## src/rtl/puf_eval_ctrl.sv

```systemverilog
// puf_eval_ctrl: sequences a 4-challenge ring-oscillator PUF evaluation.
// Each challenge runs clear -> measure -> settle -> capture. The four 2-bit
// responses are collected in a shadow register. The shadow reaches the
// fingerprint in one step, together with the done pulse, so a reader never
// observes a partially updated fingerprint.
module puf_eval_ctrl #(
  parameter int unsigned CLEAR_CYCLES  = 2,
  parameter int unsigned MEAS_CYCLES   = 1000,
  parameter int unsigned SETTLE_CYCLES = 4
) (
  input  logic       clk,
  input  logic       reset,
  input  logic       start,
  input  logic [1:0] puf_response,
  output logic [1:0] puf_chal,
  output logic       puf_enable,
  output logic       puf_reset,
  output logic       busy,
  output logic       done,
  output logic [7:0] fingerprint,
  output logic       fp_valid
);

  typedef enum logic [2:0] {
    S_IDLE,
    S_CLEAR,
    S_RUN,
    S_SETTLE,
    S_CAPTURE,
    S_DONE
  } state_t;

  // Timer reload values: a phase of N cycles counts N-1 down to 0.
  localparam logic [15:0] CLEAR_LOAD  = 16'(CLEAR_CYCLES - 1);
  localparam logic [15:0] MEAS_LOAD   = 16'(MEAS_CYCLES - 1);
  localparam logic [15:0] SETTLE_LOAD = 16'(SETTLE_CYCLES - 1);

  state_t      state, state_next;
  logic [15:0] timer, timer_next;
  logic [1:0]  index, index_next;
  logic [1:0]  sync_q1, resp_sync;
  logic [7:0]  shadow;
  logic        enable_next, clear_next, busy_next, done_next;

  // Two-flop synchronizer for the PUF response, which is asynchronous to clk.
  // NOTE: sequential blocks use non-blocking (<=) so every flop samples pre-edge values.
  always_ff @(posedge clk or negedge reset) begin
    if (!reset) begin
      sync_q1   <= '0;
      resp_sync <= '0;
    end else begin
      sync_q1   <= puf_response;
      resp_sync <= sync_q1;
    end
  end

  // Next-state, timer reload and output decode for the evaluation sequencer.
  always_comb begin
    // NOTE: every output of this block gets a default first, so no path can infer a latch.
    state_next = state;
    timer_next = timer;
    index_next = index;
    unique case (state)
      S_IDLE: begin
        if (start) begin
          state_next = S_CLEAR;
          index_next = 2'd0;
          timer_next = CLEAR_LOAD;
        end
      end
      S_CLEAR: begin
        if (timer == 16'd0) begin
          state_next = S_RUN;
          timer_next = MEAS_LOAD;
        end else begin
          timer_next = timer - 16'd1;
        end
      end
      S_RUN: begin
        if (timer == 16'd0) begin
          state_next = S_SETTLE;
          timer_next = SETTLE_LOAD;
        end else begin
          timer_next = timer - 16'd1;
        end
      end
      S_SETTLE: begin
        if (timer == 16'd0) begin
          state_next = S_CAPTURE;
          timer_next = 16'd0;
        end else begin
          timer_next = timer - 16'd1;
        end
      end
      S_CAPTURE: begin
        if (index == 2'd3) begin
          state_next = S_DONE;
        end else begin
          state_next = S_CLEAR;
          index_next = index + 2'd1;
          timer_next = CLEAR_LOAD;
        end
      end
      S_DONE: begin
        // start is deliberately not sampled here; a held start is seen in IDLE.
        state_next = S_IDLE;
      end
      default: begin
        state_next = S_IDLE;
      end
    endcase

    // The PUF-facing controls are decoded from the next state and then
    // registered. This keeps them glitch-free and aligned with the state.
    enable_next = (state_next == S_RUN);
    clear_next  = (state_next == S_IDLE) || (state_next == S_CLEAR) || (state_next == S_DONE);
    busy_next   = (state_next == S_CLEAR) || (state_next == S_RUN) ||
                  (state_next == S_SETTLE) || (state_next == S_CAPTURE);
    done_next   = (state_next == S_DONE);
  end

  // State, phase timer, challenge index and registered control outputs.
  always_ff @(posedge clk or negedge reset) begin
    if (!reset) begin
      state      <= S_IDLE;
      timer      <= '0;
      index      <= '0;
      puf_enable <= 1'b0;
      puf_reset  <= 1'b1;
      busy       <= 1'b0;
      done       <= 1'b0;
    end else begin
      state      <= state_next;
      timer      <= timer_next;
      index      <= index_next;
      puf_enable <= enable_next;
      puf_reset  <= clear_next;
      busy       <= busy_next;
      done       <= done_next;
    end
  end

  // Capture each response into the shadow register. On the last capture,
  // publish the full result so that it appears in the same cycle as done.
  always_ff @(posedge clk or negedge reset) begin
    if (!reset) begin
      shadow      <= '0;
      fingerprint <= '0;
      fp_valid    <= 1'b0;
    end else if (state == S_CAPTURE) begin
      shadow[{index, 1'b0} +: 2] <= resp_sync;
      if (index == 2'd3) begin
        fingerprint <= {resp_sync, shadow[5:0]};
        fp_valid    <= 1'b1;
      end
    end
  end

  // The challenge follows the index, so it is stable from CLEAR through CAPTURE.
  assign puf_chal = index;

endmodule

```

## config.mk

```make
export PLATFORM = sky130hd
export DESIGN_NAME = puf_eval_ctrl
export DESIGN_NICKNAME = d
export VERILOG_FILES = /design/src/rtl/puf_eval_ctrl.sv
export SDC_FILE = /design/constraint.sdc
export NUM_CORES = 1
export LEC_CHECK = 0
export ABC_CLOCK_PERIOD_IN_PS = 2100
export BUFFER_PORTS_ARGS = -buffer_cell sky130_fd_sc_hd__buf_4
export CORE_MARGIN = 5
export CORE_UTILIZATION = 60
export CTS_BUF_LIST = sky130_fd_sc_hd__clkbuf_8
export DETAILED_ROUTE_END_ITERATION = 12
export GPL_TIMING_DRIVEN = 0
export HOLD_SLACK_MARGIN = 0.15
export MAX_ROUTING_LAYER = met4
export PLACE_DENSITY = 0.92
export SYNTH_ARGS = -nofsm -noshare
export SYNTH_HDL_FRONTEND = slang
export SYNTH_SLANG_ARGS = --single-unit
```

## constraint.sdc

```tcl
create_clock -name clk -period 2.1 [get_ports clk]
set_clock_uncertainty 0.05 [all_clocks]
set_input_delay 0.21 -clock clk [delete_from_list [all_inputs] [get_ports clk]]
set_output_delay 0.21 -clock clk [all_outputs]
set_load 0.005 [all_outputs]
```

# Word-level counts from Yosys, hierarchy flattened
# Cells that the tools add are included.
totals:
  word_cells: 58
  ff_bits: 46
  output_inout_bits: 15
classes:
  n_shift: 2
  addsub: 3
  n_eq_ne: 12
  n_mux: 16
  n_reduce_logical: 13
ops:
  columns: ["op", "n"]
  rows:
  - ["$mux 16", 5]
  - ["$pmux 16 s5", 1]
  - ["$logic_not 16->1", 1]
  - ["$sub 16x1->16 const B", 1]
  - ["$mux 3", 5]
  - ["$pmux 3 s5", 1]
  - ["$eq 3x2->1 const B", 4]
  - ["$eq 3x3->1 const B", 3]
  - ["$bwmux 8", 1]
  - ["$shift 2x5->8 const A", 1]
  - ["$shiftx 2x5->8", 1]
  - ["$eq 3x1->1 const B", 2]
  - ["$logic_not 3->1", 2]
  - ["$reduce_and 3->1", 2]
  - ["$logic_or 1x1->1", 5]
  - ["$neg 3->5", 1]
  - ["$reduce_bool 5->1", 1]
  - ["$mux 2", 2]
  - ["$ne 2x2->1 const B", 2]
  - ["$pmux 2 s2", 1]
  - ["$add 2x1->2 const B", 1]
  - ["$eq 2x2->1 const B", 1]
  - ["$reduce_and 2->1", 1]
  - ["$reduce_bool 2->1", 1]

# Longest topological paths before layout
depth:
  ltp_word: 7
  depth_mapped: 9
  depth_no_buf: 7

# Worst setup path after synthesis
# OpenSTA, ideal clock, no wires.
synth_path:
  path_kind: "register to register"
  startpoint: "register index[0], in the netlist puf_chal[0]"
  endpoint: "register timer[4]"
  synth_period_minus_slack_ns: 1.828
  t_arrival_ns: 1.659
  setup_ns: 0.118
  path_stages_with_launch: 8
  required_ns: 1.932
  path_slack_ns: 0.272
  n_path_buf: 1
  cell_sequence: "dfrtp_1 ha_1 or3_1 a22o_1 buf_4 inv_6 o21ai_0 a21o_1"
synth_between:
  elab_chain_len: 3
synth_lines:
  columns: ["item", "line_no", "rtl"]
  rows:
  - ["from (decl)", "40", "logic [1:0] index, index_next;"]
  - ["from (signal assigned)", "135", "index <= index_next;"]
  - ["$eq 2x2->1", "96", "if (index == 2'd3) begin"]
  - ["$ne 2x2->1 (no line)", null, null]
  - ["$reduce_and 3->1 (no line)", null, null]
  - ["to (signal assigned)", "134", "timer <= timer_next;"]
  - ["to (decl)", "39", "logic [15:0] timer, timer_next;"]
# Every way passes these cells.
# A chain may end at the register's enable or synchronous reset.

# Final worst setup path
# Ends and elaborated chain as after synthesis.

==> impl_results.rst <==
.. list-table::
   :header-rows: 1

   * - Metric
     - Value
   * - Post-synthesis area per instance
     - 10.5 µm²
   * - IO Pins
     - 20
   * - Maximum clock frequency
     - about 500 MHz
   * - Worst-skew pair later-pin latency
     - 0.30 ns
   * - Number of design rule violations left after detail routing
     - 0
   * - Count of flip-flops with a built-in enable after synthesis
     - 0
   * - Class of the tightest hold or removal check
     - primary input to flip-flop
   * - Aggregate negative setup slack
     - 0 ns
   * - Data arrival time at the worst-slack endpoint
     - around 2.1 ns
   * - Crit path required time
     - between 2 and 2.5 ns
   * - Family with the most delay on the worst path
     - flip-flops
   * - Endpoint type of the worst setup path
     - flip-flop
   * - Period minus WS final
     - 1.97 ns
   * - Synthesized instance count
     - around 210
   * - Power dissipated by switching net loads
     - around 0.31 mW
   * - Nets@finish
     - 249
   * - Vertical die dimension
     - roughly 70 µm
   * - Routed wire length
     - between 4000 and 5000 µm
   * - Final Max Slew Viols
     - 0
   * - Power density normalized to cell area
     - 557 mW/mm²
   * - Flop pwr share
     - 0.610
   * - Critical path, cell by cell
     - ha_1 -> or3_1 -> a22o_1 -> buf_4 -> inv_6 -> o21ai_0 -> a21o_1
   * - Number of diodes
     - 0
   * - Die Outline Area
     - around 0.0049 mm²
   * - Slew HR
     - 0.634
   * - CTS Buf Count
     - 5
   * - Die Wd
     - between 70 and 80 µm
   * - Worst ir drop on vdd
     - between 0.4 and 0.5 mV
   * - Iteration-0 DRC Markers
     - about 140
   * - Via Count
     - 1706
   * - Number of synthesized register bits
     - between 40 and 50
   * - Final Instance Area
     - 0.00251 mm²
   * - Count of buffers from port buffering
     - 19
   * - Routed length per placed instance
     - approximately 16 µm
   * - Final-layout fill cell count
     - about 250
   * - Start-to-end type of the worst setup path
     - flip-flop to flip-flop
   * - Final hold viol count
     - 0
   * - Switching power as a share of total power
     - 0.224
   * - Netlist area before placement
     - around 0.0022 mm²
   * - Most frequent cells in the layout
     - 42 x sky130_fd_sc_hd__dfrtp_1, 22 x sky130_fd_sc_hd__nand2_1, 20 x sky130_fd_sc_hd__buf_4
   * - Number of buffers between clock root and the deepest sink
     - 2
   * - Cell at the root of the clock tree
     - sky130_fd_sc_hd__clkbuf_8
   * - CP bufs+invs
     - 2
   * - TritonCTS clock tree
     - built
   * - Antenna Violating Nets Remaining
     - 0
   * - Maximum fanout along the worst path
     - 9
   * - Remaining global-route overflow
     - 0
   * - Number of rows in the core area
     - 22
   * - Number of max-cap violations
     - 0
   * - Ratio of final minimum period to clock period
     - 0.936
   * - Initial Utilization
     - 0.605
   * - End-of-flow core utilization
     - 0.695
   * - Synth async-reset ratio
     - 1.00
   * - Maximum single-stage delay on the critical path
     - 0.47 ns
   * - Area added between synthesis and finish
     - 14.8%
   * - Instance area at placement
     - around 0.0024 mm²
   * - Fraction of final layout cells sized beyond drive strength 1
     - 0.241
   * - Max stage delay cell, worst path
     - sky130_fd_sc_hd__dfrtp_2
   * - Sequential element share of the synthesized area
     - 0.505
   * - HPWL reported at the end of detailed placement
     - between 3000 and 4000 µm
   * - Core area
     - 0.00361 mm²
   * - Nets in the synthesized netlist
     - 220
   * - Most common cell after layout, fill and taps aside
     - sky130_fd_sc_hd__dfrtp_1
   * - First-pass iteration count of the detailed router
     - 5
   * - Most used DFF post-synth
     - sky130_fd_sc_hd__dfrtp_1
   * - Clock sink count
     - 44
   * - Global router's overall resource usage
     - 0.208
   * - Wire length of the first global-routing pass
     - approximately 8000 µm
   * - Via count of the first global-routing pass
     - ~1700
   * - Number of placed cells counting well taps
     - approximately 280
   * - Proportion of power drawn by the clock network
     - 0.371
   * - Internal power component
     - ~1.1 mW
   * - Number of vias per cell after detailed routing
     - about 6
   * - Final instance count without filler cells
     - 285
   * - Final weighted congestion in routability-driven placement
     - 0.890
   * - Outcome
     - finished clean
   * - Transition time at the pin with the least slew margin
     - approximately 0.54 ns
   * - Critical Path Start Type
     - flip-flop
   * - Largest net degree at the start of global routing
     - 45
   * - CTS H-tree lvls
     - 2
   * - Power share of the combinational group
     - 0.019
   * - Count of endpoints failing setup in the final report
     - 0
   * - Count of different cell masters after synthesis
     - 52
   * - Unrepaired setup endpoints after global routing
     - false
   * - Standby leakage power
     - 1.12 nW
   * - Number of antenna violations at the first check in global routing
     - 0
   * - Yosys warning total
     - 0
   * - Clock transition at the register clock pins on the worst setup and hold paths after CTS
     - around 0.09 ns
==> logic make-up (layout without fill, tap and decap cells) <==
| family | Yosys count | after routing | synth area share |
|---|---|---|---|
| flops | 44 | 44 | 0.505 |
| simple gates | 81 | 81 | 0.203 |
| xor+xnor | 2 | 2 | 0.00802 |
| fa+ha+maj | 7 | 7 | 0.0401 |
| mux | 13 | 13 | 0.0653 |
| buf+inv | 16 | 45 | 0.0447 |
| compound gates | 45 | 45 | 0.134 |
==> cells in the mapped netlist (all sizes together), types with 5 or more instances <==
library cell | instances | area [µm²]
nor2 | 17 | 66.3
dfrtp | 43 | 1080
nand2 | 23 | 88.8
mux2 | 10 | 113
inv | 8 | 35.0
a31oi | 5 | 31.3
o21ai | 18 | 90.1
a21oi | 5 | 28.8
nor3 | 7 | 45.0
a22o | 5 | 43.8
ha | 7 | 87.6
nand3 | 10 | 55.1
buf | 6 | 55.1
==> final cells by class <==
type                            instances  area, µm²  area share
Tap cell                               48       60.1      0.0240
Buffer                                  8       62.6      0.0250
Clock buffer                            5       68.8      0.0274
Clock inverter                          2       12.5     0.00499
Timing Repair Buffer                   22        173      0.0689
Sequential cell                        44       1100       0.440
Inverter                                8       35.0      0.0140
Multi-Input combinational cell        148        992       0.396
==> metal layers <==
metal / GRT usage / vias up / wire [µm]
met2: 0.332 / 59 / 2310
li1: - / 805 / -
met1: 0.253 / 828 / 1950
met4: 0.0979 / 0 / 108
met3: 0.0446 / 14 / 268
met5: - / - / 0
==> through the flow <==
stage                     worst slack [ns]  hold WS [ns]  total power [mW]
final                                0.135         0.256              1.40
after global routing               0.00851         0.267              1.44
after CTS                           0.0674         0.254              1.41
after detailed placement            0.0821         0.179             0.892
after global placement               0.125         0.176             0.892
after floorplan                      0.272        -0.136             0.870
==> sequential cells by signal, summed over array words and instances (netlist names) <==
signal and flops:
timer 16, puf_enable 1, busy 1, puf_chal 2
shadow 6, fp_valid 1, resp_sync 2, fingerprint 8
done 1, puf_reset 1, sync_q1 2, state 3
==> worst reg2reg max path: stages, from the launching register on <==
cell and delay, ns:
sky130_fd_sc_hd__dfrtp_2 0.47, sky130_fd_sc_hd__ha_1 0.27, sky130_fd_sc_hd__or3_1 0.35, sky130_fd_sc_hd__a22o_1 0.20
sky130_fd_sc_hd__buf_4 0.18, sky130_fd_sc_hd__inv_6 0.10, sky130_fd_sc_hd__o21ai_0 0.09, sky130_fd_sc_hd__a21o_1 0.17
==> power by group through the flow <==
stage / Sequential [mW] / Combinational, mW / Clock [mW]
2_1_floorplan: 0.869 / 0.00102 / 0
3_3_place_gp: 0.869 / 0.0228 / 0
3_5_place_dp: 0.869 / 0.0232 / 0
4_1_cts: 0.852 / 0.0278 / 0.526
5_1_grt: 0.853 / 0.0316 / 0.560
6_report: 0.852 / 0.0269 / 0.518
==> what timing repair did <==
action | 4_1_cts | 5_1_grt
endpoints found under the hold margin | 45 | 0
setup buffers | 0 | 0
hold buffers | 3 | 0
resized for setup | 0 | 3
endpoints found under the setup margin | 0 | 20
==> final timing paths <==
path | from | to | slack, ns | cells past startpoint
min in group asynchronous | reset | fp_valid$_DFFE_PN0N_ | 0.37 | 2
worst max register to register | puf_chal[0]$_DFFE_PN0P_ | timer[4]$_DFFE_PN0P_ | 0.13 | 7
worst max-delay path | puf_chal[0]$_DFFE_PN0P_ | timer[4]$_DFFE_PN0P_ | 0.13 | 7
worst min register to register | sync_q1[1]$_DFF_PN0_ | resp_sync[1]$_DFF_PN0_ | 0.30 | 0
worst min-delay path | start | state[0]$_DFF_PN0_ | 0.26 | 3
max in group asynchronous | reset | puf_chal[0]$_DFFE_PN0P_ | 1.23 | 2
No activity file was read; power rests on OpenSTA's default activity.
